==> config.mk <==
export PLATFORM = sky130hd
export DESIGN_NAME = clk_gen
export DESIGN_NICKNAME = d
export VERILOG_FILES = /design/src/rtl/clk_gen.sv
export SDC_FILE = /design/constraint.sdc
export NUM_CORES = 1
export LEC_CHECK = 0
export CAP_MARGIN = 20
export CORE_AREA = 2 2 39 41
export CTS_BUF_LIST = sky130_fd_sc_hd__clkbuf_16
export DETAILED_ROUTE_END_ITERATION = 12
export DIE_AREA = 0 0 41 43
export GPL_ROUTABILITY_DRIVEN = 0
export HOLD_SLACK_MARGIN = 0.12
export PLACE_DENSITY = 0.61
export SYNTH_ARGS = -nofsm -noshare
export SYNTH_HDL_FRONTEND = slang
export SYNTH_SLANG_ARGS = --single-unit
export TNS_END_PERCENT = 10
==> constraint.sdc <==
create_clock -name clk -period 1.4 [get_ports clk]
set_input_delay 0.14 -clock clk [delete_from_list [all_inputs] [get_ports clk]]
set_output_delay 0.14 -clock clk [all_outputs]
set_load 0.005 [all_outputs]
==> src/rtl/clk_gen.sv <==
// clk_gen: programmable clock/pulse generator.
//
// Divides clk into a square wave clk_out whose half-period is set by
// puls_period. A value of 0 is treated as 1. While disabled, clk_out holds
// start_value. A new puls_period is latched only at a toggle boundary, so a
// phase that is already running is never shortened or stretched.
//
// Optional feature (macro CLK_GEN_EDGE_STROBE_EN): adds rise_stb/fall_stb.
// Each is a registered one-cycle pulse in the same cycle that clk_out changes
// 0->1 or 1->0, including the return to idle on disable.
//
// Parameters:
//   PERIOD_W     width of puls_period and of the half-period counter
// Ports:
//   clk          system clock, rising edge
//   rst          asynchronous reset, active-high
//   enable       1 = generate waveform, 0 = hold idle level
//   start_value  idle level; also the first level after enable
//   puls_period  half-period in clk cycles (0 treated as 1)
//   clk_out      generated waveform, registered
//   rise_stb     (CLK_GEN_EDGE_STROBE_EN) clk_out 0->1 this cycle
//   fall_stb     (CLK_GEN_EDGE_STROBE_EN) clk_out 1->0 this cycle
module clk_gen #(
  parameter int unsigned PERIOD_W = 4
) (
  input  logic                clk,
  input  logic                rst,
  input  logic                enable,
  input  logic                start_value,
  input  logic [PERIOD_W-1:0] puls_period,
  output logic                clk_out
`ifdef CLK_GEN_EDGE_STROBE_EN
  ,
  output logic                rise_stb,
  output logic                fall_stb
`endif
);

  logic [PERIOD_W-1:0] cnt;
  logic [PERIOD_W-1:0] per_q;
  logic                en_q;

  logic [PERIOD_W-1:0] per_eff;
  logic [PERIOD_W-1:0] cnt_nxt;
  logic [PERIOD_W-1:0] per_nxt;
  logic                en_nxt;
  logic                out_nxt;

  assign per_eff = (puls_period == '0) ? PERIOD_W'(1) : puls_period;

  always_comb begin
    cnt_nxt = cnt;
    per_nxt = per_q;
    en_nxt  = enable;
    out_nxt = clk_out;
    if (!enable) begin
      cnt_nxt = '0;
      per_nxt = per_eff;
      out_nxt = start_value;
    end else if (!en_q) begin
      // The enable-rise cycle already counts as the first of the half-period.
      cnt_nxt = PERIOD_W'(1);
      per_nxt = per_eff;
    end else if (cnt == per_q) begin
      cnt_nxt = PERIOD_W'(1);
      per_nxt = per_eff;
      out_nxt = ~clk_out;
    end else begin
      cnt_nxt = cnt + PERIOD_W'(1);
    end
  end

  always_ff @(posedge clk or posedge rst) begin
    if (rst) begin
      cnt     <= '0;
      per_q   <= PERIOD_W'(1);
      en_q    <= 1'b0;
      clk_out <= 1'b0;
    end else begin
      cnt     <= cnt_nxt;
      per_q   <= per_nxt;
      en_q    <= en_nxt;
      clk_out <= out_nxt;
    end
  end

`ifdef CLK_GEN_EDGE_STROBE_EN
  always_ff @(posedge clk or posedge rst) begin
    if (rst) begin
      rise_stb <= 1'b0;
      fall_stb <= 1'b0;
    end else begin
      rise_stb <= ~clk_out & out_nxt;
      fall_stb <= clk_out & ~out_nxt;
    end
  end
`endif

endmodule

==> reports/metrics.cfg <==
[global_routing]
gr-total-overflow = 0
grt_max_degree = 11
first_global_vias = 360
track_usage = 0.131
grt_pass1_wl_um = 1460
grt_antenna_before_repair = 0

[worst_setup_path]
crit_type = reg2reg
worstSetupStartpointType = flip-flop
critPathRequiredTime_ns = 1.52
ff2ff_setup_slack_ns = -0.004
end_kind = flip-flop
arrival_ns = 1.52
reg2reg_depth = 4
crit_fanout = 7
reg2reg_from = per_q[0]
r2r_end = per_q[1]

[placement]
placed_cells = 69
portBuffers = 8
placed_area_sq_um = 617
dp_hpwl_um = 609

[floorplanning]
std_cell_rows = 14
die_area_sq_mm = 0.00176
initial_core_util = 0.344
io_pins = 9
coreArea_sq_mm = 0.00138
dieWidth_um = 41
die_y_um = 43

[sta]
period_needed_ns = 1.40
clock.fmax_mhz = 712
tns_ns = -0.00460
drv_slew = 0
worst_slew_pin_slew_ns = 0.364
rsz0062_at_grt = yes
slew_headroom = 0.757
setup_viol = 2
clock_skew_ns = 0.00172
finalWorstSetupSlack_ns = -0.00355
period_share = 1.00
hold_violations = 0

[yosys]
ys.flop_type = dfrtp_1
syn-instance-count = 39
yosys_warnings = 0
synth-seq-area-share = 0.529
ys_seq_elements = 10
ys_top_cells_by_area = dfrtp_1, mux2_4, xnor2_1
synth_most_common_cell = dfrtp_1
synth_nets = 48
ys_types = 18
netlist.area_leader.share = 0.474
yosys.area.top_type = dfrtp_1
netlist_area_sq_um = 475
async_reset_ff_frac = 1.00
synth_edf_count = 0
syn_area_per_cell_sq_um = 12.2
synthTopCellsByCount = dfrtp_1, xnor2_1, inv_1, and2_2, mux2_4

[drt]
vias = 322
totalWireLength_um = 818
routed_via_density = 4.29
antenna_left = 0
route.detailed.drc = 0
first_iter_violations = 1
dr.pass1.iters = 4
wl_per_cell_um = 10.9

[clock_tree]
cts_sinks = 10
htreeDepth = 1
clockRootBuffer = clkbuf_16
cts_tree = done
clk_pin_slew_worst_paths_ns = 0.04
ctsHoldBuffers = 0
cts_buffers = 3
clk_latency_ns = 0.23
clockBufferDepth = 2

[final_layout]
finalInstanceArea_sq_um = 731
layout-drive-gt1-share = 0.390
antenna_cells = 0
postLayoutCoreUtil = 0.528
fin_nets = 69
stdcell_count = 75
syn_to_final_growth_pct = 53.7

[power_and_ir_drop]
leakage_nw = 0.345
ir_drop_mv = 0.560
power.density_mw_per_mm2 = 1300
p_total_mw = 0.950

[run]
maxCapViolCount = 0

[status]
status = finished, violations left
failed_checks = negative setup slack

[worst_hold_path]
hp-class = in2async

sequential cells by signal, summed over array words and instances, names as in the netlist:
| register | count |
|---|---|
| cnt | 4 |
| en_q | 1 |
| per_q | 4 |
| clk_out | 1 |
critical path: stages (launching register included):
cell and delay [ns]:
dfstp_2 0.54, xnor2_2 0.10, nand4_1 0.13, and3_4 0.22, mux2_4 0.30
power by group:
part           internal (mW)  switching [mW]
registers              0.313          0.0173
clock network          0.374           0.128
logic                 0.0793          0.0389
cell usage in the layout (no fill, tap or decap), types with 2 or more instances in the layout:
cell type and count:
a31oi_1 2, and2_2 3, buf_4 9, clkbuf_16 3
clkdlybuf4s50_1 8, dfrtp_1 9, inv_1 4, mux2_4 3
nor2_1 2, xnor2_1 4
logic make-up (layout without fill, tap and decap cells):
family                     count (synthesis)  in the layout  share of synthesized area
DFF                                       10             10                      0.529
and+or+nand+nor                           10             10                      0.126
xor gates and xnor gates                   6              6                      0.111
buffers and inverters                      5             25                     0.0553
muxes                                      4              4                      0.116
AOI/OAI and AO/OA                          3              3                     0.0368
adders and majority gates                  1              1                     0.0263
through the flow:
step	worst slack, ns	hold slack [ns]
after floorplan	-0.0630	-0.0205
after global placement	-0.0992	0.437
after detailed placement	-0.135	0.448
after CTS	-0.00582	0.197
after global routing	-0.0707	0.225
final	-0.00355	0.176
worst max path at each step:
stage / start / depth (start not counted) / endpoint / slack [ns]
floorplan: per_q[0] / 5 / per_q[1] / -0.06
global placement: per_q[0] / 4 / per_q[3] / -0.1
detailed placement: per_q[0] / 4 / per_q[1] / -0.13
CTS: per_q[0] / 4 / per_q[1] / -0.006
global route: per_q[0] / 4 / clk_out / -0.07
finish: per_q[0] / 4 / per_q[1] / -0.004
routing by layer:
metal  vias to the layer above  GRT usage  wire length (um)
met1                       143      0.154               363
li1                        171          -                 -
met3                         2     0.0314                17
met2                         6      0.184               423
met5                         -          0                 0
met4                         0      0.120                14
area by class of cell:
type                            count  area (sq um)
Clock buffer                        3          75.1
Clock inverter                      1          3.75
Fill cell                         120           653
Inverter                            4          15.0
Multi-Input combinational cell     24           218
Sequential cell                    10           251
Tap cell                           16          20.0
Timing Repair Buffer               17           148
what timing repair did:
| action | 4_1_cts | 5_1_grt |
|---|---|---|
| endpoints found under the setup margin | 7 | 4 |
| setup buffers | 2 | 0 |
| hold endpoints to repair | 0 | 0 |
| pin swaps | 2 | 1 |
| gates resized for setup | 4 | 2 |
(Power assumes the default switching activity.)
